--- src/rtl/mp_cache_tag_way_array_if.sv ---
// Request/response bundle of the multi-way tag store.
// Controller drives the request side, the array returns per-way state.
interface mp_cache_tag_way_array_if #(
  parameter int TAG_WIDTH  = 23,
  parameter int ADDR_WIDTH = 5,
  parameter int WAYS       = 4
);
  logic                      csb0;
  logic                      web0;
  logic [WAYS-1:0]           wmask0;
  logic [ADDR_WIDTH-1:0]     addr0;
  logic [TAG_WIDTH-1:0]      din0;
  logic                      vin0;
  logic                      din_dirty0;
  logic [TAG_WIDTH-1:0]      cmp_tag0;
  logic                      flush0;
  logic [WAYS*TAG_WIDTH-1:0] dout0;
  logic [WAYS-1:0]           valid0;
  logic [WAYS-1:0]           dirty0;
  logic [WAYS-1:0]           hit0;
  logic                      hit_any0;

  modport master (
    output csb0, web0, wmask0, addr0, din0,
    output vin0, din_dirty0, cmp_tag0, flush0,
    input  dout0, valid0, dirty0, hit0, hit_any0
  );

  modport slave (
    input  csb0, web0, wmask0, addr0, din0,
    input  vin0, din_dirty0, cmp_tag0, flush0,
    output dout0, valid0, dirty0, hit0, hit_any0
  );
endinterface

--- src/rtl/mp_cache_tag_way_array.sv ---
// Set-associative tag store: single RW port, registered request,
// per-way write mask, flush and combinational hit vector.
module mp_cache_tag_way_array #(
  parameter int TAG_WIDTH  = 23,
  parameter int ADDR_WIDTH = 5,
  parameter int WAYS       = 4
) (
  input logic clk0,
  input logic rst0,
  mp_cache_tag_way_array_if.slave bus
);
  localparam int SETS = 1 << ADDR_WIDTH;

  logic [TAG_WIDTH-1:0]  tag_mem [SETS][WAYS];
  logic [WAYS-1:0]       vld_mem [SETS];
  logic [WAYS-1:0]       drt_mem [SETS];

  logic [ADDR_WIDTH-1:0] addr_q;
  logic [TAG_WIDTH-1:0]  cmp_q;
  logic [TAG_WIDTH-1:0]  din_q;
  logic                  vin_q;
  logic                  drt_q;
  logic [WAYS-1:0]       wmask_q;
  logic                  wr_pend;

  logic [WAYS*TAG_WIDTH-1:0] dout;
  logic [WAYS-1:0]           hit;

  always_ff @(posedge clk0 or posedge rst0) begin
    if (rst0) begin
      addr_q  <= '0;
      cmp_q   <= '0;
      din_q   <= '0;
      vin_q   <= 1'b0;
      drt_q   <= 1'b0;
      wmask_q <= '0;
      wr_pend <= 1'b0;
    end else if (!bus.csb0) begin
      addr_q  <= bus.addr0;
      cmp_q   <= bus.cmp_tag0;
      din_q   <= bus.din0;
      vin_q   <= bus.vin0;
      drt_q   <= bus.din_dirty0;
      wmask_q <= bus.wmask0;
      wr_pend <= !bus.web0 && (bus.wmask0 != '0);
    end else begin
      wr_pend <= 1'b0;
    end
  end

  // Flush wins over a same-edge commit for the state bits only.
  always_ff @(posedge clk0 or posedge rst0) begin
    if (rst0) begin
      for (int s = 0; s < SETS; s++) begin
        vld_mem[s] <= '0;
        drt_mem[s] <= '0;
      end
    end else if (bus.flush0) begin
      for (int s = 0; s < SETS; s++) begin
        vld_mem[s] <= '0;
        drt_mem[s] <= '0;
      end
    end else if (wr_pend) begin
      for (int w = 0; w < WAYS; w++) begin
        if (wmask_q[w]) begin
          vld_mem[addr_q][w] <= vin_q;
          drt_mem[addr_q][w] <= drt_q;
        end
      end
    end
  end

  always_ff @(posedge clk0) begin
    if (wr_pend) begin
      for (int w = 0; w < WAYS; w++) begin
        if (wmask_q[w]) tag_mem[addr_q][w] <= din_q;
      end
    end
  end

  // Unwritten tags are never exposed: invalid ways read as zero.
  always_comb begin
    dout = '0;
    hit  = '0;
    for (int w = 0; w < WAYS; w++) begin
      if (vld_mem[addr_q][w]) begin
        dout[w*TAG_WIDTH +: TAG_WIDTH] = tag_mem[addr_q][w];
        hit[w] = (tag_mem[addr_q][w] == cmp_q);
      end
    end
  end

  assign bus.dout0    = dout;
  assign bus.valid0   = vld_mem[addr_q];
  assign bus.dirty0   = drt_mem[addr_q];
  assign bus.hit0     = hit;
  assign bus.hit_any0 = |hit;
endmodule

--- src/flat_wrapper.sv ---
// flat-port wrapper written by rule: the top's interface ports become plain ports
module mp_cache_tag_way_array_flat 
#(
  parameter int TAG_WIDTH  = 23,
  parameter int ADDR_WIDTH = 5,
  parameter int WAYS       = 4
)
  (clk0, rst0, bus_csb0, bus_web0, bus_wmask0, bus_addr0, bus_din0, bus_vin0, bus_din_dirty0, bus_cmp_tag0, bus_flush0, bus_dout0, bus_valid0, bus_dirty0, bus_hit0, bus_hit_any0);
  mp_cache_tag_way_array_if #(.TAG_WIDTH(TAG_WIDTH), .ADDR_WIDTH(ADDR_WIDTH), .WAYS(WAYS)) bus_i ();
  input logic clk0;
  input logic rst0;
  input wire logic [$bits(bus_i.csb0)-1:0] bus_csb0;
  input wire logic [$bits(bus_i.web0)-1:0] bus_web0;
  input wire logic [$bits(bus_i.wmask0)-1:0] bus_wmask0;
  input wire logic [$bits(bus_i.addr0)-1:0] bus_addr0;
  input wire logic [$bits(bus_i.din0)-1:0] bus_din0;
  input wire logic [$bits(bus_i.vin0)-1:0] bus_vin0;
  input wire logic [$bits(bus_i.din_dirty0)-1:0] bus_din_dirty0;
  input wire logic [$bits(bus_i.cmp_tag0)-1:0] bus_cmp_tag0;
  input wire logic [$bits(bus_i.flush0)-1:0] bus_flush0;
  output wire logic [$bits(bus_i.dout0)-1:0] bus_dout0;
  output wire logic [$bits(bus_i.valid0)-1:0] bus_valid0;
  output wire logic [$bits(bus_i.dirty0)-1:0] bus_dirty0;
  output wire logic [$bits(bus_i.hit0)-1:0] bus_hit0;
  output wire logic [$bits(bus_i.hit_any0)-1:0] bus_hit_any0;
  assign bus_i.csb0 = bus_csb0;
  assign bus_i.web0 = bus_web0;
  assign bus_i.wmask0 = bus_wmask0;
  assign bus_i.addr0 = bus_addr0;
  assign bus_i.din0 = bus_din0;
  assign bus_i.vin0 = bus_vin0;
  assign bus_i.din_dirty0 = bus_din_dirty0;
  assign bus_i.cmp_tag0 = bus_cmp_tag0;
  assign bus_i.flush0 = bus_flush0;
  assign bus_dout0 = bus_i.dout0;
  assign bus_valid0 = bus_i.valid0;
  assign bus_dirty0 = bus_i.dirty0;
  assign bus_hit0 = bus_i.hit0;
  assign bus_hit_any0 = bus_i.hit_any0;
  mp_cache_tag_way_array #(.TAG_WIDTH(TAG_WIDTH), .ADDR_WIDTH(ADDR_WIDTH), .WAYS(WAYS)) u_core (.clk0(clk0), .rst0(rst0), .bus(bus_i));
endmodule
--- config.mk ---
export PLATFORM = sky130hd
export DESIGN_NAME = mp_cache_tag_way_array_flat
export DESIGN_NICKNAME = d
export VERILOG_FILES = /design/src/rtl/mp_cache_tag_way_array_if.sv /design/src/rtl/mp_cache_tag_way_array.sv /design/src/flat_wrapper.sv
export SDC_FILE = /design/constraint.sdc
export NUM_CORES = 2
export LEC_CHECK = 0
export BUFFER_PORTS_ARGS = -buffer_cell sky130_fd_sc_hd__buf_2
export CAP_MARGIN = 20
export CORE_ASPECT_RATIO = 0.6
export CORE_UTILIZATION = 55
export CTS_CLUSTER_DIAMETER = 40
export DETAILED_ROUTE_END_ITERATION = 8
export PLACE_DENSITY_LB_ADDON = 0.08
export SLEW_MARGIN = 5
export SYNTH_ARGS = -nofsm -noshare
export SYNTH_HDL_FRONTEND = slang
export SYNTH_SLANG_ARGS = --single-unit
--- constraint.sdc ---
create_clock -name clk0 -period 19.7 [get_ports clk0]
set_clock_uncertainty 0.2 [all_clocks]
set_input_delay 0 -clock clk0 [delete_from_list [all_inputs] [get_ports clk0]]
set_output_delay 0 -clock clk0 [all_outputs]
set_load 0.005 [all_outputs]
==> flow_metrics.py <==
metrics = {
    "synth": {
        "synth_area_leader_cell": "edfxtp_1",
        "synth_edf_count": 2944,
        "ys_async_sr_fraction": 0.09638,
        "synthTopCellsByArea": "edfxtp_1 (69%), mux2i_1 (8.9%), dfrtp_1 (6.1%)",
        "ys_seq_elements": 3258,
        "syn_nets": 7268,
        "avgSynthCellArea_um2": 17.81,
        "ys_types": 51,
        "yosys_warnings": 0,
        "syn_area_um2": 128300,
        "synthFlopType": "edfxtp_1",
        "synth_top_area_share": 0.6890,
        "synth-seq-area-share": 0.7502,
        "synthesis.instances": 7206,
    },
    "power_and_ir_drop": {
        "ir_drop_mv": 0.07715,
        "powerDensity_nw_per_um2": 104.0,
        "p_leak_nw": 50.03,
    },
    "routing": {
        "drc": 0,
        "vias": 75220,
        "postRouteAntennaNets": 0,
        "drt_pass1_iterations": 6,
        "routed_wirelength_um": 418400,
        "wl_per_cell_um": 37.91,
        "via_per_inst": 6.815,
        "drt_iter0_markers": 13190,
    },
    "setup_path": {
        "worstPathRequired_ns": 19.50,
        "cp-end-kind": "output pin",
        "cp_max_fo": 113,
        "path_class": "reg2out",
        "r2r_cells": 7,
        "cp.arrival_ns": 7.45,
        "startpoint_type": "flip-flop",
    },
    "floorplan": {
        "fp.dieH_um": 376.1,
        "start_util": 0.5569,
        "coreArea_um2": 230400,
        "die-area_um2": 235300,
        "rows": 136,
        "io-pin-count": 167,
        "die_w_um": 625.6,
    },
    "grt": {
        "gr-total-overflow": 0,
        "grt_use_total": 0.3518,
        "grt_pass1_wl_um": 569900,
        "antenna_found_initial": 23,
        "grt_pass1_vias": 70880,
        "grt_max_degree": 155,
    },
    "clocking": {
        "cts_max_level": 5,
        "postCtsSetupBuffers": 0,
        "cts_tree": "built",
        "cts_hold_buffers": 178,
        "cts_buffer_depth": 4,
        "cts-root-buf": "clkbuf_16",
        "clk_latency_ns": 0.87,
        "path_clk_slew_ns": 0.06,
        "cts_resized": 0,
        "cts_buffers": 314,
        "cts.sinks": 3258,
    },
    "status": {
        "status": "complete, no violations",
    },
    "worst_hold_path": {
        "hp-class": "in2reg",
        "hold_depth": 3,
    },
    "timing": {
        "slew_viol_final": 0,
        "hold_viol": 0,
        "period_share": 0.3882,
        "tightest_slew_ns": 1.305,
        "max_freq_mhz": 130.8,
        "rsz0062_at_grt": "no",
        "setup_violations": 0,
        "finalCriticalPeriod_ns": 7.647,
        "slew_headroom": 0.1299,
        "fin_tns_setup_ns": 0,
    },
    "final_layout": {
        "drive_above_1_share": 0.1837,
        "syn2layout_area_growth_pct": 13.74,
        "final_nets": 7741,
        "fin_cells": 11040,
    },
    "job": {
        "cap_violations": 0,
    },
    "placed_design": {
        "globalplace.congestion": 0.8523,
        "hpwl_um": 231800,
        "portBuffers": 166,
        "dp_cells": 10290,
    },
}
-- path summary, 6_finish.rpt --
check,start,end,slack (ns)
worst max register to register,u_core.addr_q[1],u_core.tag_mem[19][83],14.97
worst min register to register,u_core.drt_mem[76],u_core.drt_mem[76],0.32
worst min-delay path,bus_flush0,u_core.drt_mem[30],0.13
max in group asynchronous,rst0,u_core.drt_mem[52],16.68
min in group asynchronous,rst0,u_core.din_q[11],0.17
worst max-delay path,u_core.addr_q[1],bus_hit_any0,12.05
-- flip-flops by register name (all words and copies together), names as in the netlist, 4 cells and up --
register,count
u_core.addr_q,5
u_core.wmask_q,4
u_core.drt_mem,128
u_core.vld_mem,128
u_core.din_q,23
u_core.cmp_q,23
u_core.tag_mem,2944
-- cell usage in the layout (no fill, tap or decap), types with 19 or more instances in the layout --
cell type         n
xor2_1           22
clkbuf_16       326
a221oi_1         24
edfxtp_1       2944
o22ai_1         531
nor2_1          129
clkinv_2         42
a22oi_1          76
mux2_2           57
clkinv_1         34
buf_2           169
nor2_4          128
buf_4           278
a21oi_1         275
dfrtp_1         286
clkbuf_1         62
clkinvlp_4       19
nand2_1         224
mux4_2          256
and3_1           70
bufinv_16        24
dlygate4sd3_1   178
mux2i_1        1146
o21ai_0         199
xnor2_1          25
nor4_1          127
nand4_1          19
a22o_1           28
dfrtp_4          27
-- cells in the mapped netlist, drive strengths merged (16+ instances only) --
cell	count
clkbuf	152
dfrtp	314
nand2	227
nor2	258
a21oi	275
edfxtp	2944
buf	332
nor4	144
a22oi	76
a22o	28
mux2	57
o21ai	199
or4	16
mux2i	1146
xor2	22
mux4	256
xnor2	25
and3	71
o22ai	531
a221oi	24
nand4	21
-- worst max-delay path, cell delays in order, from the launching register on --
cell	delay [ns]
dfrtp_4	0.74
buf_12	0.49
buf_12	0.53
buf_4	0.73
buf_4	0.84
mux2i_1	0.28
o22ai_1	0.11
nor4_1	0.82
a21oi_1	0.15
nor4_1	0.36
nand4_1	0.19
nor4_2	0.32
buf_4	0.25
a2111o_1	0.12
buf_2	0.11
-- area by class of cell --
class	instances	area [um2]
Inverter	4	22.52
Fill cell	16180	84460
Multi-Input combinational cell	3460	30410
Clock buffer	400	8543
Tap cell	3105	3885
Clock inverter	165	1652
Sequential cell	3258	96360
Timing Repair Buffer	641	5051
Antenna cell	4	10.01
-- through the flow --
stage | area (um2) | hold slack (ns) | setup slack [ns] | total power, mW | util
2_1_floorplan | 128300 | -0.1292 | 10.81 | 8.658 | -
3_3_place_gp | 133800 | -0.01865 | 12.52 | 9.136 | 0.5807
3_5_place_dp | 133900 | -0.01805 | 13.07 | 9.157 | 0.5813
6_report | 145900 | 0.1341 | 12.05 | 15.17 | 0.6334
5_1_grt | 145900 | 0.1639 | 11.85 | 15.50 | 0.6334
4_1_cts | 145900 | 0.1076 | 12.12 | 15.15 | 0.6332
-- report_power, final --
part           leakage [nW]  internal [mW]  switching (mW)
sequential             30.7           7.68           0.151
clock                  4.95           3.42            2.67
combinational          14.4          0.423           0.835
-- layer usage --
layer / GRT usage / up-vias / wire length, um
met5: 0 / - / 35
met4: 0.1131 / 6 / 15390
met3: 0.08001 / 719 / 53540
met2: 0.4996 / 5308 / 179000
met1: 0.5420 / 39290 / 170400
li1: - / 29900 / -
-- logic make-up (layout without fill, tap and decap cells) --
| family | Yosys count | after routing | share of synthesized area |
|---|---|---|---|
| flops | 3258 | 3258 | 0.7502 |
| mux | 1459 | 1459 | 0.1393 |
| compound gates | 1158 | 1158 | 0.05391 |
| simple gates | 796 | 796 | 0.03117 |
| buf+inv | 488 | 1210 | 0.02215 |
| xor+xnor | 47 | 47 | 0.003208 |
| other cells | 0 | 4 | 0 |
Power figures use the tool's default switching activity.
